--- src/rtl/mem_loader_pkg.sv ---
// Shared types and constants for the boot-time data-memory loader.
// The FSM state encoding and word geometry are used by both the loader and its byte packer.
package mem_loader_pkg;

   typedef enum logic [2:0] {
      IDLE    = 3'd0,
      COLLECT = 3'd1,
      WRITE   = 3'd2,
      RELEASE = 3'd3,
      RUN     = 3'd4
   } state_t;

   localparam int WORD_BYTES = 4;
   localparam int ADDR_STEP  = 4;

   // Byte address of word number idx; wraps modulo 2^32.
   function automatic logic [31:0] word_addr(input logic [31:0] base, input logic [15:0] idx);
      return base + (32'(idx) * 32'(ADDR_STEP));
   endfunction

endpackage

--- src/rtl/mem_loader_byte_packer.sv ---
// Little-endian byte-to-word packer: byte idx lands in bits 8*idx+7:8*idx.
// word_full flags the transfer that completes a word; packed_word already includes that byte.
module byte_packer
   import mem_loader_pkg::*;
(
   input  logic        clk,
   input  logic        rst,
   input  logic        clear,
   input  logic        load,
   input  logic [7:0]  data,
   output logic [31:0] packed_word,
   output logic        word_full
);

   logic [1:0]  byte_idx;
   logic [31:0] lanes;

   always_comb begin
      packed_word = lanes;
      if (load) begin
         packed_word[{byte_idx, 3'b000} +: 8] = data;
      end
   end

   assign word_full = load && (byte_idx == 2'(WORD_BYTES - 1));

   // The 2-bit index wraps to lane 0 on its own after the last lane.
   always_ff @(posedge clk or posedge rst) begin
      if (rst) begin
         byte_idx <= 2'd0;
         lanes    <= 32'd0;
      end else if (clear) begin
         byte_idx <= 2'd0;
         lanes    <= 32'd0;
      end else if (load) begin
         byte_idx <= byte_idx + 2'd1;
         lanes    <= packed_word;
      end
   end

endmodule

--- src/rtl/mem_loader.sv ---
// Boot loader: packs a byte stream into words, writes them through the CPU's external
// memory port while holding the CPU in reset, then releases it after a settle delay.
module mem_loader
   import mem_loader_pkg::*;
#(
   parameter int          NUM_WORDS     = 64,
   parameter logic [31:0] BASE_ADDR     = 32'h0000_0000,
   parameter int          RELEASE_DELAY = 4
) (
   input  logic        clk,
   input  logic        reset,
   input  logic        start,
   input  logic        abort,
   input  logic        byte_valid,
   input  logic [7:0]  byte_data,
   output logic        byte_ready,
   output logic        cpu_reset,
   output logic        Ext_MemWrite,
   output logic [31:0] Ext_WriteData,
   output logic [31:0] Ext_DataAdr,
   output logic        busy,
   output logic        done,
   output logic [15:0] word_count
);

   localparam int RW = (RELEASE_DELAY < 2) ? 1 : $clog2(RELEASE_DELAY + 1);

   state_t        state, next_state;
   logic [RW-1:0] rel_cnt;
   logic          transfer;
   logic          start_load;
   logic          clear_pack;
   logic          last_word;
   logic          word_full;
   logic [31:0]   packed_word;

   // Byte handshake: a byte moves on any rising edge where byte_valid && byte_ready.
   assign byte_ready   = (state == COLLECT);
   assign transfer     = byte_valid && byte_ready;
   assign cpu_reset    = (state != RUN);
   assign Ext_MemWrite = (state == WRITE);
   assign busy         = (state == COLLECT) || (state == WRITE) || (state == RELEASE);

   // abort outranks start; start is only honoured when no load is in progress.
   assign start_load = start && !abort && ((state == IDLE) || (state == RUN));
   assign clear_pack = start_load || ((state == COLLECT) && abort);
   assign last_word  = ((word_count + 16'd1) == 16'(NUM_WORDS));

   byte_packer u_packer (
      .clk         (clk),
      .rst         (reset),
      .clear       (clear_pack),
      .load        (transfer),
      .data        (byte_data),
      .packed_word (packed_word),
      .word_full   (word_full)
   );

   always_comb begin
      next_state = state;
      case (state)
         IDLE: begin
            if (abort)           next_state = RELEASE;
            else if (start_load) next_state = COLLECT;
         end
         COLLECT: begin
            if (abort)          next_state = RELEASE;
            else if (word_full) next_state = WRITE;
         end
         WRITE: begin
            if (abort || last_word) next_state = RELEASE;
            else                    next_state = COLLECT;
         end
         RELEASE: begin
            if (rel_cnt == '0) next_state = RUN;
         end
         RUN: begin
            if (start_load) next_state = COLLECT;
         end
         default: next_state = IDLE;
      endcase
   end

   always_ff @(posedge clk or posedge reset) begin
      if (reset) state <= IDLE;
      else       state <= next_state;
   end

   // Release counter runs RELEASE_DELAY..0, so RELEASE lasts RELEASE_DELAY+1 cycles.
   always_ff @(posedge clk or posedge reset) begin
      if (reset) begin
         rel_cnt <= '0;
      end else if ((next_state == RELEASE) && (state != RELEASE)) begin
         rel_cnt <= RW'(RELEASE_DELAY);
      end else if ((state == RELEASE) && (rel_cnt != '0)) begin
         rel_cnt <= rel_cnt - 1'b1;
      end
   end

   always_ff @(posedge clk or posedge reset) begin
      if (reset) begin
         word_count <= 16'd0;
         done       <= 1'b0;
      end else begin
         if (start_load) begin
            word_count <= 16'd0;
            done       <= 1'b0;
         end else begin
            if (state == WRITE) word_count <= word_count + 16'd1;
            if ((state == RELEASE) && (next_state == RUN))
               done <= (word_count == 16'(NUM_WORDS));
         end
      end
   end

   // Write data/address are captured with the completing byte so they are stable during WRITE.
   always_ff @(posedge clk or posedge reset) begin
      if (reset) begin
         Ext_WriteData <= 32'd0;
         Ext_DataAdr   <= BASE_ADDR;
      end else if ((state == COLLECT) && word_full && !abort) begin
         Ext_WriteData <= packed_word;
         Ext_DataAdr   <= word_addr(BASE_ADDR, word_count);
      end
   end

endmodule

--- config.mk ---
export PLATFORM = sky130hd
export DESIGN_NAME = mem_loader
export DESIGN_NICKNAME = d
export VERILOG_FILES = /design/src/rtl/mem_loader_pkg.sv /design/src/rtl/mem_loader_byte_packer.sv /design/src/rtl/mem_loader.sv
export SDC_FILE = /design/constraint.sdc
export NUM_CORES = 1
export LEC_CHECK = 0
export CAP_MARGIN = 20
export CORE_UTILIZATION = 46
export CTS_BUF_LIST = sky130_fd_sc_hd__clkbuf_16
export DETAILED_ROUTE_END_ITERATION = 10
export GPL_ROUTABILITY_DRIVEN = 0
export PLACE_DENSITY = 0.76
export SETUP_SLACK_MARGIN = 0.15
export SLEW_MARGIN = 25
export SYNTH_ARGS = -nofsm -noshare
export SYNTH_HDL_FRONTEND = slang
export SYNTH_SLANG_ARGS = --single-unit
--- constraint.sdc ---
create_clock -name clk -period 3.16 [get_ports clk]
set_clock_uncertainty 0.1 [all_clocks]
set_input_delay 0.474 -clock clk [delete_from_list [all_inputs] [get_ports clk]]
set_output_delay 0.474 -clock clk [all_outputs]
set_load 0.02 [all_outputs]
==> reports/qor.csv, run 1 <==
stage;metric;value;unit
route;number of nets still failing antenna checks after routing;0;
global_routing;met3 Track Usage GR;0.0479;
placed_design;PortBufs;81;
global_routing;met1 usage;0.284;
timing;Slew Limit Headroom;0.529;
timing;Final Max Tran Viols;0;
setup_path;Reg2Reg Capture Point;Ext_WriteData[10];
clock_network;clock tree buffer depth;2;
route;DRT Wirelength;10300;µm
synth;warnings from Yosys;0;
global_routing;gr busiest metal;met2;
global_routing;pin count of the biggest net entering global routing;63;
timing;Peak Freq;395;MHz
global_routing;met2 GRT Util;0.338;
min_path;hold crit path type;flip-flop to flip-flop;
cells_and_area;ANT cells;0;
setup_path;Reg2Reg Depth;6;
power_and_ir_drop;PD cells;715;mW/mm²
global_routing;Global Route Usage Sum;0.212;
setup_path;r2r startpoint;u_packer.byte_idx[0];
power_and_ir_drop;peak supply drop;0.511;mV
setup_path;CP Launch Type;flip-flop;
floorplan;Starting Density;0.474;
placed_design;Detailed Place HPWL;7210;µm
cells_and_area;layout cells sized above 1;0.0998;
clock_network;hold buffer count at cts;0;
synth;sequential share of the synthesized area;0.526;
setup_path;Worst Setup SP;state[0];
clock_network;Post-CTS Setup Repair Bufs;0;
synth;EDFF count, synth;0;
route;WL/cell;15.2;µm
synth;Avg Synthesized Cell Area;10.0;µm²
global_routing;gr ovfl total;0;
clock_network;CTS tree;yes;
global_routing;number of global-route vias before repair;3428;
clock_network;CTS clk-pin slew, worst paths;70;ps
route;drt pass-1 iters;5;
min_path;Worst Hold Launch;Ext_WriteData[20];
synth;post-synth cell types;56;
synth;Cells after Synth;461;
setup_path;CP Data Required Time;2590;ps
clock_network;Num CTS Buffers;9;
setup_path;CP Capture Point;Ext_MemWrite;
clock_network;Resize count post-CTS;0;
floorplan;Ports;98;
timing;RSZ-0062 raised after global routing;false;
timing;Tcrit/Tclk final;0.801;
synth;most frequent cells after synthesis;97 x dfrtp_1, 57 x nand2_1, 44 x nor2_1, 43 x o21ai_0, 30 x a21oi_1;
cells_and_area;nets@finish;559;
timing;Slew @ Worst Pin;706;ps
floorplan;Die X;102;µm
setup_path;flop2flop setup slack;810;ps
cells_and_area;Area growth syn-to-layout;25.3;%
setup_path;Worst EP arrival;1960;ps
clock_network;CTS Sinks;97;
synth;Post-Syn Area;0.00461;mm²
route;via count;3604;
setup_path;slowest stage delay, CP;600;ps
synth;Synth async-reset ratio;1.00;
route;Via density;5.35;
status;status;complete, no violations;
power_and_ir_drop;Leak;2.64;nW
clock_network;clock latency on the worst-skew pair;340;ps
timing;Min Hold Slack;379;ps
synth;Yosys top cell by area;dfrtp_1;
synth;post-synthesis register bit count;97;
cells_and_area;fill cell count;829;
floorplan;Row Count;36;
timing;Total Neg Setup Slack;0;ps
global_routing;first-pass GRT wire length;16900;µm
setup_path;CP Capture Type;primary output;
clock_network;CTS H-tree lvls;3;
synth;Synth top area share;0.526;
timing;final setup fails;0;
timing;Final Critical Period;2530;ps
timing;final hold vios;0;
route;DRT iter0 DRCs;199;
floorplan;Die Area;0.0104;mm²
global_routing;initial antenna violation count;0;
setup_path;critical path's slowest cell;clkdlybuf4s50_1;
setup_path;CP cell instances;nor2_1, nand2_1, buf_4, clkinv_1, clkdlybuf4s50_1;
setup_path;crit path max fanout;19;
synth;top post-synthesis cells by area;dfrtp_1 53%, o21ai_0 4.7%, nand2_1 4.6%;
clock_network;root buf cell;clkbuf_16;
synth;top-count cell post-synth;dfrtp_1;
synth;Main synth FF type;dfrtp_1;
setup_path;CP Class;flip-flop to primary output;
route;# DRC;0;
flow_run;number of max-capacitance violations reported;0;
floorplan;CORE AREA;0.00973;mm²
floorplan;Die Ht;102;µm
## final cells by class
cell class,count,area (µm²),area share
flip-flops and latches,97,2430,0.420
multi-input cells,328,1920,0.332
repair buffers,93,938,0.162
clock buffers,9,225,0.0390
well taps,133,166,0.0288
clock inverters,6,67.6,0.0117
inverters,8,33.8,0.00585
## per-layer routing
metal  wire length (µm)  vias to the layer above
met2               4960                      135
met4                179                        0
met5                  0                        -
met3                676                       15
li1                   -                     1710
met1               4450                     1744
## worst max-delay path, delay by kind of cell, from the launching register on
kind,cells,cell delay (ps)
flip-flops,1,460
buffers and inverters,3,900
AND/OR/NAND/NOR,2,260
## registers in the layout, indices dropped and copies added (netlist names)
signal             count
word_count            16
u_packer.byte_idx      2
rel_cnt                3
u_packer.lanes        24
state                  3
Ext_DataAdr           16
Ext_WriteData         32
done                   1
## per-stage QoR
stage | util | power, mW | cell area (µm²) | std cells | worst slack [ps]
after global routing | 0.594 | 4.38 | 5780 | 674 | 527
after floorplan | - | 2.57 | 4670 | 476 | 1040
after global placement | 0.564 | 3.02 | 5490 | 659 | 516
after CTS | 0.594 | 4.16 | 5780 | 674 | 637
final | 0.594 | 4.13 | 5780 | 674 | 630
after detailed placement | 0.564 | 3.07 | 5490 | 659 | 433
## layout by cell type (no fill, tap or decap), drive strengths merged, types with 6 or more instances in the layout
master	n
o21ai	44
ha	9
nand3	7
clkbuf	9
and2	6
buf	12
conb	16
mux2	14
nand2	58
nor3	8
xnor2	7
clkdlybuf4s50	81
a21oi	30
inv	7
and3	27
dfrtp	97
o31ai	7
nor2	44
## kinds of logic (layout without fill, tap and decap cells)
kind of cell / Yosys count / count (layout) / share of synthesized area
compound gates: 100 / 100 / 0.129
xor+xnor: 9 / 9 / 0.0171
fa+ha+maj: 9 / 9 / 0.0244
buf+inv: 51 / 116 / 0.0706
flops: 97 / 97 / 0.526
mux: 15 / 15 / 0.0364
other cells: 1 / 16 / 0.000813
simple gates: 179 / 179 / 0.195
## worst min path at each step
| stage | end | slack, ps | cells past startpoint |
|---|---|---|---|
| after global routing | Ext_WriteData[20] | 410 | 2 |
| after global placement | Ext_WriteData[12] | 360 | 2 |
| after detailed placement | Ext_WriteData[20] | 370 | 2 |
| after CTS | Ext_WriteData[20] | 380 | 2 |
| final | Ext_WriteData[20] | 380 | 2 |
| after floorplan | u_packer.lanes[0] | 370 | 2 |
## report_power, final
group          internal (mW)  switching (mW)  total (mW)
logic                  0.606           0.802        1.41
registers               1.44           0.213        1.65
clock network          0.612           0.465        1.08
total                   2.65            1.48        4.13
Note: power is estimated with default switching activity, not from simulation.
==> inputs of run 2 (changes only) <==
--- a/config.mk
+++ b/config.mk
@@ -6,11 +6,11 @@
 export NUM_CORES = 1
 export LEC_CHECK = 0
 export CAP_MARGIN = 20
-export CORE_UTILIZATION = 46
+export CORE_UTILIZATION = 51
 export CTS_BUF_LIST = sky130_fd_sc_hd__clkbuf_16
 export DETAILED_ROUTE_END_ITERATION = 10
 export GPL_ROUTABILITY_DRIVEN = 0
-export PLACE_DENSITY = 0.76
+export PLACE_DENSITY = 0.8
 export SETUP_SLACK_MARGIN = 0.15
 export SLEW_MARGIN = 25
 export SYNTH_ARGS = -nofsm -noshare
==> constraint.sdc (replaced) <==
create_clock -name clk -period 2.6 [get_ports clk]
set_clock_uncertainty 0.1 [all_clocks]
set_input_delay 0.39 -clock clk [delete_from_list [all_inputs] [get_ports clk]]
set_output_delay 0.39 -clock clk [all_outputs]
set_load 0.02 [all_outputs]
==> reports/qor.csv, run 2 (synthesis gave the netlist of run 1 again) <==
stage;metric;value;unit;change
clock_network;CTS H-tree lvls;3;;unchanged
floorplan;Die Area;0.00942;mm²;was 0.0104 mm²
setup_path;CP Launch Type;flip-flop;;unchanged
placed_design;Detailed Place HPWL;7060;µm;was 7210 µm
timing;Peak Freq;445;MHz;
global_routing;Global Route Usage Sum;0.236;;was 0.212
power_and_ir_drop;Pint;3.53;mW;was 2.65 mW
global_routing;pin count of the biggest net entering global routing;98;;was 63
floorplan;Die X;97.1;µm;was 102 µm
power_and_ir_drop;fraction of power consumed by the clock network;0.303;;was 0.260
setup_path;CP Class;flip-flop to flip-flop;;was flip-flop to primary output
setup_path;CP Data Required Time;2720;ps;was 2590 ps
route;WL/cell;16.0;µm;was 15.2 µm
clock_network;clock latency on the worst-skew pair;340;ps;about the same
floorplan;Row Count;34;;was 36
timing;RSZ-0062 raised after global routing;false;;unchanged
global_routing;number of global-route vias before repair;3567;;was 3,428
clock_network;clock tree buffer depth;2;;unchanged
timing;Final Max Tran Viols;0;;unchanged
timing;Tcrit/Tclk final;0.864;;
power_and_ir_drop;Comb power frac;0.322;;was 0.341
global_routing;first-pass GRT wire length;17800;µm;was 16,900 µm
setup_path;r2r startpoint;word_count[0];;was u_packer.byte_idx[0]
cells_and_area;most frequent cells in the layout;97 x dfrtp_1, 79 x clkdlybuf4s50_1, 57 x nand2_1;;was 97 x dfrtp_1, 81 x clkdlybuf4s50_1, 57 x nand2_1
setup_path;crit path max fanout;10;;was 19
power_and_ir_drop;Leak;2.70;nW;was 2.64 nW
timing;final setup fails;0;;unchanged
clock_network;CTS tree;yes;;unchanged
cells_and_area;layout cells sized above 1;0.105;;was 0.0998
clock_network;Num CTS Buffers;9;;unchanged
route;via count;3603;;was 3,604
min_path;hold crit path type;flip-flop to flip-flop;;unchanged
cells_and_area;Most flops, register;Ext_WriteData;;unchanged
cells_and_area;biggest regs;Ext_WriteData: 32 flops, u_packer.lanes: 24 flops;;unchanged
floorplan;Ports;98;;unchanged
clock_network;root buf cell;clkbuf_16;;unchanged
cells_and_area;ANT cells;0;;unchanged
min_path;Worst Hold Launch;Ext_WriteData[19];;was Ext_WriteData[20]
cells_and_area;Area growth syn-to-layout;26.2;%;was 25.3%
setup_path;CP cell instances;ha_1, nand3_2, o21a_1, o2111a_1, o2111a_2, or4_1;;was nor2_1, nand2_1, buf_4, clkinv_1, clkdlybuf4s50_1
power_and_ir_drop;Sw Share;0.338;;was 0.358
timing;Total Neg Setup Slack;0;ps;unchanged
route;Via density;5.54;;was 5.35
route;DRT Wirelength;10400;µm;was 10,300 µm
route;number of nets still failing antenna checks after routing;0;;unchanged
global_routing;initial antenna violation count;0;;unchanged
setup_path;CP Capture Type;flip-flop;;was primary output
placed_design;PortBufs;81;;unchanged
timing;Slew Limit Headroom;0.587;;was 0.529
route;# DRC;0;;unchanged
clock_network;Post-CTS Setup Repair Bufs;0;;unchanged
power_and_ir_drop;Flop pwr share;0.374;;was 0.399
setup_path;critical path's slowest cell;dfrtp_1;;was clkdlybuf4s50_1
floorplan;Die Ht;97.1;µm;was 102 µm
power_and_ir_drop;PD cells;917;mW/mm²;was 715 mW/mm²
floorplan;Starting Density;0.529;;was 0.474
floorplan;CORE AREA;0.00872;mm²;was 0.00973 mm²
status;status;complete, no violations;;unchanged
global_routing;gr ovfl total;0;;unchanged
flow_run;number of max-capacitance violations reported;0;;unchanged
cells_and_area;Largest register FFs;32;;unchanged
setup_path;Worst Setup SP;word_count[0];;was state[0]
clock_network;CTS clk-pin slew, worst paths;70;ps;about the same
cells_and_area;commonest non-fill, non-tap cell in the layout;dfrtp_1;;unchanged
cells_and_area;nets@finish;560;;was 559
timing;final hold vios;0;;unchanged
timing;Min Hold Slack;382;ps;was 379 ps
route;drt pass-1 iters;4;;was 5
route;DRT iter0 DRCs;178;;was 199
setup_path;Worst EP arrival;2360;ps;was 1960 ps
timing;Slew @ Worst Pin;619;ps;was 706 ps
power_and_ir_drop;peak supply drop;0.632;mV;was 0.511 mV
timing;Final Critical Period;2250;ps;
clock_network;CTS Sinks;97;;unchanged
setup_path;slowest stage delay, CP;520;ps;was 600 ps
power_and_ir_drop;switching power;1.81;mW;was 1.48 mW
-- run 2: repair_timing --
action,4_1_cts,5_1_grt
hold endpoints to repair,0,0
setup endpoints to repair,0,8
resized for setup,0,3
hold buffers,0,0
-- run 2: routing by layer --
layer | GRT usage | routed length, µm | up-vias | share of wire
met4 | 0.0781 | 160 | 0 | 0.015
met3 | 0.0468 | 522 | 12 | 0.050
li1 | - | - | 1710 | -
met5 | 0 | 0 | - | 0
met1 | 0.319 | 4500 | 1762 | 0.43
met2 | 0.381 | 5220 | 119 | 0.50
-- run 2: path summary, 6_finish.rpt --
kind	to	slack, ps	cells past startpoint
worst max register to register	state[1]	350	6
max in group asynchronous	Ext_DataAdr[7]	1560	3
worst min register to register	Ext_WriteData[19]	380	2
min in group asynchronous	Ext_WriteData[18]	440	3
worst max-delay path	state[1]	350	6
worst min-delay path	Ext_WriteData[19]	380	2
-- run 2: metrics by stage --
stage,utilization,cell area (µm²),power [mW],setup slack (ps),std cells
3_3_place_gp,0.625,5450,3.67,167,635
4_1_cts,0.667,5810,5.36,166,650
5_1_grt,0.667,5820,5.65,208,650
6_report,0.667,5820,5.34,354,650
2_1_floorplan,-,4670,3.12,476,476
3_5_place_dp,0.625,5450,3.74,78.1,635
-- run 2: final cells by class --
cell class	count	area (µm²)
multi-input combinational	328	1920
timing repair buffer	94	938
clock buffer	9	225
clock inverter	6	138
inverter	8	33.8
fill	718	2900
tap	108	135
sequential	97	2430
-- run 2: worst max-delay path: cells and delay by family (launching register included) --
family | cells | cell delay [ps]
flip-flops | 1 | 520
AND/OR/NAND/NOR | 2 | 580
AO/OA/AOI/OAI | 3 | 650
adder cells (fa/ha/maj) | 1 | 260
-- run 2: power groups by stage --
stage / sequential (mW) / clock (mW) / combinational [mW]
5_1_grt: 2.04 / 1.71 / 1.90
2_1_floorplan: 2.08 / 0 / 1.04
6_report: 2.00 / 1.62 / 1.72
3_5_place_dp: 2.02 / 0 / 1.72
4_1_cts: 2.00 / 1.63 / 1.73
3_3_place_gp: 2.01 / 0 / 1.66
==> inputs of run 3 (changes only) <==
--- a/config.mk
+++ b/config.mk
@@ -5,7 +5,7 @@
 export SDC_FILE = /design/constraint.sdc
 export NUM_CORES = 1
 export LEC_CHECK = 0
-export CAP_MARGIN = 20
+export CAP_MARGIN = 10
 export CORE_UTILIZATION = 51
 export CTS_BUF_LIST = sky130_fd_sc_hd__clkbuf_16
 export DETAILED_ROUTE_END_ITERATION = 10
==> results of run 3 <==
Same layout as run 2: the final DEF is identical, and so are final timing and power.
